File: src/rtl/draw_pkg.sv
// draw_pkg: shared screen geometry, widths, FSM state type and colour key for the draw datapath.
package draw_pkg;
    localparam int DEF_SCREEN_W = 320;
    localparam int DEF_SCREEN_H = 240;
    localparam int COLOUR_W     = 9;
    localparam int COORD_W      = 9;
    localparam logic [COLOUR_W-1:0] DEF_TRANSPARENT_COLOUR = 9'h1C7;
    typedef enum logic [1:0] {IDLE, DRAIN, CLEAR, DONE} state_t;
endpackage

File: src/rtl/draw_datapath_clear_sweeper.sv
// clear_sweeper: raster counter over the screen, x inner and y outer.
// start_i zeroes it, en_i advances it, last_o flags the bottom-right pixel.
module clear_sweeper
    import draw_pkg::*;
#(
    parameter int W = DEF_SCREEN_W,
    parameter int H = DEF_SCREEN_H
) (
    input  logic       clock,
    input  logic       resetn,
    input  logic       start_i,
    input  logic       en_i,
    output logic [8:0] x_o,
    output logic [7:0] y_o,
    output logic       last_o
);
    logic [8:0] x_q, x_d;
    logic [7:0] y_q, y_d;
    logic       x_end;

    always_comb begin
        x_end  = x_q == 9'(W - 1);
        last_o = x_end && y_q == 8'(H - 1);
        x_d    = start_i ? 9'd0 : en_i ? (x_end ? 9'd0 : x_q + 9'd1) : x_q;
        y_d    = start_i ? 8'd0 : (en_i && x_end) ? (last_o ? 8'd0 : y_q + 8'd1) : y_q;
    end

    always_ff @(posedge clock or negedge resetn) begin
        if (!resetn) begin
            x_q <= '0;
            y_q <= '0;
        end else begin
            x_q <= x_d;
            y_q <= y_d;
        end
    end

    assign x_o = x_q;
    assign y_o = y_q;
endmodule

File: src/rtl/draw_datapath.sv
// draw_datapath: 2-stage clipped pixel plotter toward the VGA adapter plus a full-screen clear sweep.
// Define TRANSPARENT_EN to suppress pixels whose colour equals TRANSPARENT_COLOUR.
module draw_datapath
    import draw_pkg::*;
#(
    parameter int SCREEN_W = DEF_SCREEN_W,
    parameter int SCREEN_H = DEF_SCREEN_H
`ifdef TRANSPARENT_EN
    ,
    parameter logic [COLOUR_W-1:0] TRANSPARENT_COLOUR = DEF_TRANSPARENT_COLOUR
`endif
) (
    input  logic                clock,
    input  logic                resetn,
    input  logic                ld_pos,
    input  logic                ld_xy,
    input  logic                ld_colour,
    input  logic                draw_pixel,
    input  logic [COORD_W-1:0]  x,
    input  logic [COORD_W-1:0]  y,
    input  logic [COORD_W-1:0]  dx,
    input  logic [COORD_W-1:0]  dy,
    input  logic [COLOUR_W-1:0] colour,
    input  logic                clear_go,
    input  logic [COLOUR_W-1:0] clear_colour,
    output logic [8:0]          vga_x,
    output logic [7:0]          vga_y,
    output logic [COLOUR_W-1:0] vga_colour,
    output logic                vga_plot,
    output logic                clear_busy,
    output logic                clear_done
);
    state_t              state_q, state_d;
    logic [COORD_W-1:0]  x_q, x_d, y_q, y_d, dx_q, dx_d, dy_q, dy_d;
    logic [COLOUR_W-1:0] col_q, col_d, clr_col_q, clr_col_d;
    logic                s1_v_q, s1_v_d;
    logic [COORD_W:0]    sx_q, sx_d, sy_q, sy_d;
    logic [COLOUR_W-1:0] s1_col_q, s1_col_d;
    logic [8:0]          vga_x_q, vga_x_d;
    logic [7:0]          vga_y_q, vga_y_d;
    logic [COLOUR_W-1:0] vga_col_q, vga_col_d;
    logic                vga_plot_q, vga_plot_d;
    logic                idle, sw_start, sw_en, sw_last, keep;
    logic [8:0]          sw_x;
    logic [7:0]          sw_y;

    clear_sweeper #(.W(SCREEN_W), .H(SCREEN_H)) u_sweep (
        .clock  (clock),
        .resetn (resetn),
        .start_i(sw_start),
        .en_i   (sw_en),
        .x_o    (sw_x),
        .y_o    (sw_y),
        .last_o (sw_last)
    );

    always_ff @(posedge clock or negedge resetn) begin
        if (!resetn) state_q <= IDLE;
        else         state_q <= state_d;
    end

    always_comb begin
        state_d = (state_q == IDLE  && clear_go) ? DRAIN :
                  (state_q == DRAIN && !s1_v_q)  ? CLEAR :
                  (state_q == CLEAR && sw_last)  ? DONE  :
                  (state_q == DONE)              ? IDLE  : state_q;
    end

    always_comb begin
        idle       = state_q == IDLE;
        sw_start   = state_q == DRAIN;
        sw_en      = state_q == CLEAR;
        clear_busy = sw_start || sw_en;
        clear_done = state_q == DONE;
    end

    // The *_d values double as the bypassed operands, so a load and a draw in one cycle use fresh data.
    always_comb begin
        x_d       = (idle && ld_pos)    ? x            : x_q;
        y_d       = (idle && ld_pos)    ? y            : y_q;
        dx_d      = (idle && ld_xy)     ? dx           : dx_q;
        dy_d      = (idle && ld_xy)     ? dy           : dy_q;
        col_d     = (idle && ld_colour) ? colour       : col_q;
        clr_col_d = (idle && clear_go)  ? clear_colour : clr_col_q;
        s1_v_d    = idle && draw_pixel;
        sx_d      = {1'b0, x_d} + {1'b0, dx_d};
        sy_d      = {1'b0, y_d} + {1'b0, dy_d};
        s1_col_d  = col_d;
    end

    always_comb begin
        keep = s1_v_q && sx_q < 10'(SCREEN_W) && sy_q < 10'(SCREEN_H)
`ifdef TRANSPARENT_EN
               && s1_col_q != TRANSPARENT_COLOUR
`endif
               ;
        vga_plot_d = sw_en || keep;
        vga_x_d    = sw_en ? sw_x      : keep ? sx_q[8:0] : vga_x_q;
        vga_y_d    = sw_en ? sw_y      : keep ? sy_q[7:0] : vga_y_q;
        vga_col_d  = sw_en ? clr_col_q : keep ? s1_col_q  : vga_col_q;
    end

    always_ff @(posedge clock or negedge resetn) begin
        if (!resetn) begin
            x_q        <= '0;
            y_q        <= '0;
            dx_q       <= '0;
            dy_q       <= '0;
            col_q      <= '0;
            clr_col_q  <= '0;
            s1_v_q     <= 1'b0;
            sx_q       <= '0;
            sy_q       <= '0;
            s1_col_q   <= '0;
            vga_x_q    <= '0;
            vga_y_q    <= '0;
            vga_col_q  <= '0;
            vga_plot_q <= 1'b0;
        end else begin
            x_q        <= x_d;
            y_q        <= y_d;
            dx_q       <= dx_d;
            dy_q       <= dy_d;
            col_q      <= col_d;
            clr_col_q  <= clr_col_d;
            s1_v_q     <= s1_v_d;
            sx_q       <= sx_d;
            sy_q       <= sy_d;
            s1_col_q   <= s1_col_d;
            vga_x_q    <= vga_x_d;
            vga_y_q    <= vga_y_d;
            vga_col_q  <= vga_col_d;
            vga_plot_q <= vga_plot_d;
        end
    end

    assign vga_x      = vga_x_q;
    assign vga_y      = vga_y_q;
    assign vga_colour = vga_col_q;
    assign vga_plot   = vga_plot_q;
endmodule

File: config.mk
export PLATFORM = sky130hd
export DESIGN_NAME = draw_datapath
export DESIGN_NICKNAME = d
export VERILOG_FILES = /design/src/rtl/draw_pkg.sv /design/src/rtl/draw_datapath_clear_sweeper.sv /design/src/rtl/draw_datapath.sv
export SDC_FILE = /design/constraint.sdc
export NUM_CORES = 1
export LEC_CHECK = 0
export BUFFER_PORTS_ARGS = -buffer_cell sky130_fd_sc_hd__buf_4
export CAP_MARGIN = 20
export CORE_ASPECT_RATIO = 2
export CORE_MARGIN = 8
export CORE_UTILIZATION = 55
export DETAILED_ROUTE_END_ITERATION = 12
export GPL_TIMING_DRIVEN = 0
export HOLD_SLACK_MARGIN = 0.15
export PLACE_DENSITY = 0.78
export SLEW_MARGIN = 20
export SYNTH_ARGS = -nofsm -noshare
export SYNTH_HDL_FRONTEND = slang
export SYNTH_SLANG_ARGS = --single-unit
File: constraint.sdc
create_clock -name clock -period 3.6 [get_ports clock]
set_input_delay 0.36 -clock clock [delete_from_list [all_inputs] [get_ports clock]]
set_output_delay 0.36 -clock clock [all_outputs]
set_load 0.01 [all_outputs]
Word level (Yosys, flattened, before mapping)
Cells that the tools add are included.
Storage, ports and cells
  latch bits: 0
  memory bits (read-only): 0
  register bits: 121
  input bits: 61
  memories: 0
  logic and storage cells: 66
  memory bits (writable): 0
  output and inout port bits: 29
Operators by class
  div/mod/pow operators: 0
  shift operators: 0
  reduce and logical (&&, ||, !) cells: 19
  magnitude comparators: 2
  multiply operators: 0
  equality and inequality tests: 5
  add/subtract/negate cells: 4
  mux-type cells: 20
  bitwise gates (word level): 0
Operator list (count)
  9-bit two-way mux: 11
  8-bit two-way mux: 5
  9-bit by 9-bit adder with 10-bit output: 2
  1-bit logical AND: 11
  10-bit by 8-bit less-than comparator with 1-bit output, second input constant: 1
  10-bit by 9-bit less-than comparator with 1-bit output, second input constant: 1
  9-bit by 1-bit adder with 9-bit output, second input constant: 1
  9-bit equality test, second input constant: 1
  8-bit by 1-bit adder with 8-bit output, second input constant: 1
  8-bit equality test, second input constant: 1
  2-bit two-way mux: 4
  2-bit nonzero test: 3
  2-bit equality test, second input constant: 2
  4-bit nonzero test: 1
  2-bit by 1-bit equality test with 1-bit output, second input constant: 1
  2-bit logical NOT: 1
  1-bit logical OR: 2
  1-bit logical NOT: 1

Depth between registers and ports, before layout
  word-level depth: 6
  depth in mapped cells: 13
  gate-level depth less buffers: 12

Hierarchy
A second synthesis with hierarchy kept.
Unflattened totals
  cell total of the unflattened synthesis: 476
  area total of the unflattened synthesis: 5705.5 µm²
By module, submodules not included
  draw_datapath: instances 1, cells each 379, seq. area each 2602.5 µm², area an instance 4762.1 µm²
  clear_sweeper: instances 1, cells each 97, seq. area each 425.4 µm², area an instance 943.4 µm²

Worst setup path before layout
No wires, ideal clock.
  path type: register to register
  from: register state_q[0]
  to: register sx_q[8]
  path slack: 475 ps
  arrival time: 2993 ps
  library setup time: 132 ps
  clock period less this slack: 3125 ps
  path buffers: 1
  cell stages (with the launch flop): 14
  required time: 3468 ps
  path through: dfrtp_1 -> inv_1 -> ha_1 -> nand2_4 -> buf_1 -> mux2_2 -> ha_1 -> inv_1 -> fa_1 -> inv_1 -> a21oi_1 -> maj3_2 -> o2111ai_1 -> or3b_1
On the way
  longest elaborated chain between the ends: 4
  elaborated cells on any way between the ends: 6
  those cells by class: add/sub (1); mux (2); reduce/logical (3)
Ends and longest elaborated chain
  start, declared: RTL line draw_datapath.sv:33  | state_t state_q, state_d;
  start signal, assigned: RTL line draw_datapath.sv:59  | else state_q <= state_d;
  2-bit logical NOT: RTL line draw_datapath.sv:70  | idle = state_q == IDLE;
  1-bit logical AND: RTL line draw_datapath.sv:81  | dx_d = (idle && ld_xy) ? dx : dx_q;
  9-bit two-way mux: RTL line draw_datapath.sv:81
  named net dx_d[0]: RTL line draw_datapath.sv:34  | logic [COORD_W-1:0] x_q, x_d, y_q, y_d, dx_q, dx_d, dy_q, dy_d;
  9-bit by 9-bit adder with 10-bit output: RTL line draw_datapath.sv:86  | sx_d = {1'b0, x_d} + {1'b0, dx_d};
  named net sx_d[8]: RTL line draw_datapath.sv:37  | logic [COORD_W:0] sx_q, sx_d, sy_q, sy_d;
  end signal, assigned: RTL line draw_datapath.sv:112  | sx_q <= '0;
  end signal, assigned: RTL line draw_datapath.sv:127  | sx_q <= sx_d;
  end, declared: RTL line draw_datapath.sv:37
The timed path passes the listed nets, and every way through them passes these cells.
A chain may end at the register's enable or synchronous reset.

Worst setup path in the final report
  from: register state_q[0]
  to: register sx_q[8]
On the way
  longest elaborated chain between the ends: 4
  elaborated cells on any way between the ends: 6
  those cells by class: add/sub (1); mux (2); reduce/logical (3)
Ends and longest elaborated chain
  2-bit logical NOT: RTL line draw_datapath.sv:70
  1-bit logical AND: RTL line draw_datapath.sv:79  | x_d = (idle && ld_pos) ? x : x_q;
  9-bit two-way mux: RTL line draw_datapath.sv:79
  named net x_d[0]: RTL line draw_datapath.sv:34
  9-bit by 9-bit adder with 10-bit output: RTL line draw_datapath.sv:86
  named net sx_d[8]: RTL line draw_datapath.sv:37
The timed path passes the listed nets, and every way through them passes these cells.

==> impl_metrics.ini <==
[hold_path]
hold_path_depth = 2
min_path_type = input port to flop

[sta]
fin_hold_ws_ns = 0.172
rsz0062_at_grt = false
clock_skew_ns = 0.00952
layout_worst_path_cycle_share_pct = 90.0
fmaxAchievable_mhz = 309
min_period_ns = 3.24
slew_headroom_pct = 53.7
hold_viol = 0
tightest_slew_ns = 0.695
maxSlewViolCount = 0
setup_violations = 0

[place]
dp_hpwl_um = 8870
dp.cells = 696
place_congestion = 0.827
dpl_cell_area_mm2 = 0.00641
io_buffer_count = 89

[run]
drv_cap = 0

[setup_path]
cp.arrival_ns = 3.52
required_ns = 3.88
r2r_cells = 12
start_kind = flop
crit_type = flop to flop
worstPathMaxFanout = 19
critical_path.endpoint_type = flop

[power]
p_leak_nw = 3.70
pwr_density_cell_mw_per_mm2 = 457
ir_drop_mv = 0.357

[floorplanning]
die_y_um = 158
coreArea_mm2 = 0.00995
die_area_mm2 = 0.0137
start_util_pct = 55.7
io_pins = 90
die_w_um = 87
rows = 52

[cells_and_area]
drive_gt1_share_pct = 31.3
final_cells = 727
fin_area_mm2 = 0.00704
antenna_cells = 0
area_delta_synth_final_pct = 27.0
multiInputGateArea_mm2 = 0.00234
mostFrequentLayoutCell = dfrtp_1
nNetsFinal = 665
final_cell_mix = dfrtp_1, buf_4, mux2_2, inv_1, nand2_1
regArea_mm2 = 0.00303
fin_util_pct = 70.7
num-fill-cells = 705

[clocking]
cts_tree = built
post_cts_resized = 0
cts-htree-levels = 4
clockRootBuffer = clkbuf_16
clk_path_buf_depth = 2
clk_pin_slew_ns = 0.06
insertion_delay_ns = 0.41
cts_sinks = 121
cts_buffers = 17
cts_setup_buffers = 0

[grt]
grt_pass1_vias = 4202
grt_pass1_wl_um = 20000
grt_overflow = 0
antenna_found_initial = 0
grt_max_degree = 68
grt_use_total_pct = 19.3

[logic_synthesis]
syn_nets = 557
synth_top_area_share_pct = 54.6
yosys-top-cells-area = dfrtp_1, mux2_2, ha_1
synth_edf_count = 0
async_flop_share_pct = 100
yosys_warnings = 0
synth.avg_cell_area_um2 = 11.8
ys.flop_type = dfrtp_1
synth-seq-cells = 121
ys_seq_area_share_pct = 54.6
synth_area_mm2 = 0.00555
ys_types = 53
synth.largest_area_cell = dfrtp_1
syn_inst = 471

[route]
drcViolationCount = 0
viasPerCell = 5.46
avgRoutedWirePerCell_um = 17.0
vias = 3966
ant_nets = 0
wl_um = 12400
drt_pass1_iterations = 4
drtIter0Drc = 164

[run_status]
status = finished, final reports clean
## power breakdown
part	switching (W)	internal [W]	leakage, nW
logic	0.0000358	0.0000454	1.75
registers	0	0.00136	1.65
clock network	0.000614	0.00116	0.303
## registers in the layout (all words and copies together) (netlist names), 2 cells and up
signal	count
clr_col_q	9
dx_q	9
dy_q	9
s1_col_q	9
state_q	2
sx_q	10
sy_q	10
u_sweep.x_o	9
u_sweep.y_o	8
vga_colour	9
vga_x	9
vga_y	8
x_q	9
y_q	9
## per-stage QoR
| step | total power, W | TNS (ns) | worst slack [ns] |
|---|---|---|---|
| final | 0.00321 | 0 | 0.359 |
| after CTS | 0.00324 | 0 | 0.0147 |
| after detailed placement | 0.00147 | -0.0667 | -0.0667 |
| after global routing | 0.00331 | 0 | 0.132 |
| after global placement | 0.00146 | -0.0196 | -0.0196 |
| after floorplan | 0.00139 | 0 | 0.475 |
## final cells by class
cell class,instances,area share (%)
sequential,121,43.0
multi-input combinational,303,33.2
timing repair buffer,91,10.1
clock buffer,17,6.04
clock inverter,15,2.83
tap,135,2.40
inverter,33,1.76
buffer,12,0.658
## path summary, 6_finish.rpt
| path | startpoint | end | slack, ns |
|---|---|---|---|
| setup / recovery | state_q[0]$_DFFE_PN0P_ | sx_q[8]$_DFF_PN0_ | 0.36 |
| setup reg to reg | state_q[0]$_DFFE_PN0P_ | sx_q[8]$_DFF_PN0_ | 0.36 |
| hold / removal | draw_pixel | s1_v_q$_DFF_PN0_ | 0.17 |
| hold reg to reg | vga_colour[1]$_DFFE_PN0P_ | vga_colour[1]$_DFFE_PN0P_ | 0.48 |
| max in group asynchronous | resetn | s1_col_q[2]$_DFFE_PN0P_ | 2.39 |
| min in group asynchronous | resetn | dx_q[0]$_DFF_PN0_ | 0.51 |
## logic make-up after synthesis
kind of cell             after synthesis  share of synthesized area, %
multiplexers                          71                          14.1
AO/OA/AOI/OAI                         90                          9.79
flip-flops                           121                          54.6
XOR/XNOR                              21                          3.32
AND/OR/NAND/NOR                       94                          8.69
adder cells (fa/ha/maj)               27                          6.32
buffers and inverters                 47                          3.20
## worst max-delay path, cell delays in order, from the launching register on
cell and delay, ns:
dfrtp_1 0.41, inv_1 0.09, ha_1 0.34, nand2_4 0.25
mux2_2 0.31, ha_1 0.17, inv_1 0.06, fa_1 0.39
inv_1 0.07, a21oi_1 0.07, maj3_2 0.36, o2111ai_1 0.20
or3b_1 0.38
## cell usage after synthesis, types with 2 or more instances
| cell type | count |
|---|---|
| mux2_2 | 50 |
| a21oi_1 | 28 |
| nor3b_1 | 2 |
| a31oi_1 | 4 |
| nor3_1 | 3 |
| nand3b_1 | 2 |
| nand3_1 | 5 |
| xnor2_1 | 18 |
| buf_1 | 3 |
| and3_1 | 5 |
| nand2b_1 | 2 |
| nand4_1 | 5 |
| or3_1 | 2 |
| and2_1 | 3 |
| inv_1 | 32 |
| o22ai_1 | 13 |
| clkbuf_1 | 10 |
| and4_1 | 2 |
| dfrtp_1 | 121 |
| a21o_1 | 5 |
| mux2i_1 | 19 |
| xor2_1 | 3 |
| nor2b_1 | 5 |
| nand2_4 | 2 |
| nand2_1 | 31 |
| fa_1 | 2 |
| nor2_1 | 20 |
| ha_1 | 23 |
| mux2i_2 | 2 |
| o21ai_0 | 25 |
| maj3_2 | 2 |
## per-layer routing
layer / wire [um] / global-route usage, % / share of wire, % / up-vias
met5: 0 / 0 / 0 / -
met4: 256 / 8.77 / 2.1 / 0
met3: 525 / 5.56 / 4.3 / 17
met2: 6640 / 33.5 / 54 / 115
met1: 4930 / 21.0 / 40 / 1964
li1: - / - / - / 1870
## timing repair
action | 4_1_cts | 5_1_grt
setup endpoints to repair | 1 | 9
hold buffers | 1 | 0
endpoints found under the hold margin | 66 | 0
No activity file was read; power rests on OpenSTA's default activity.
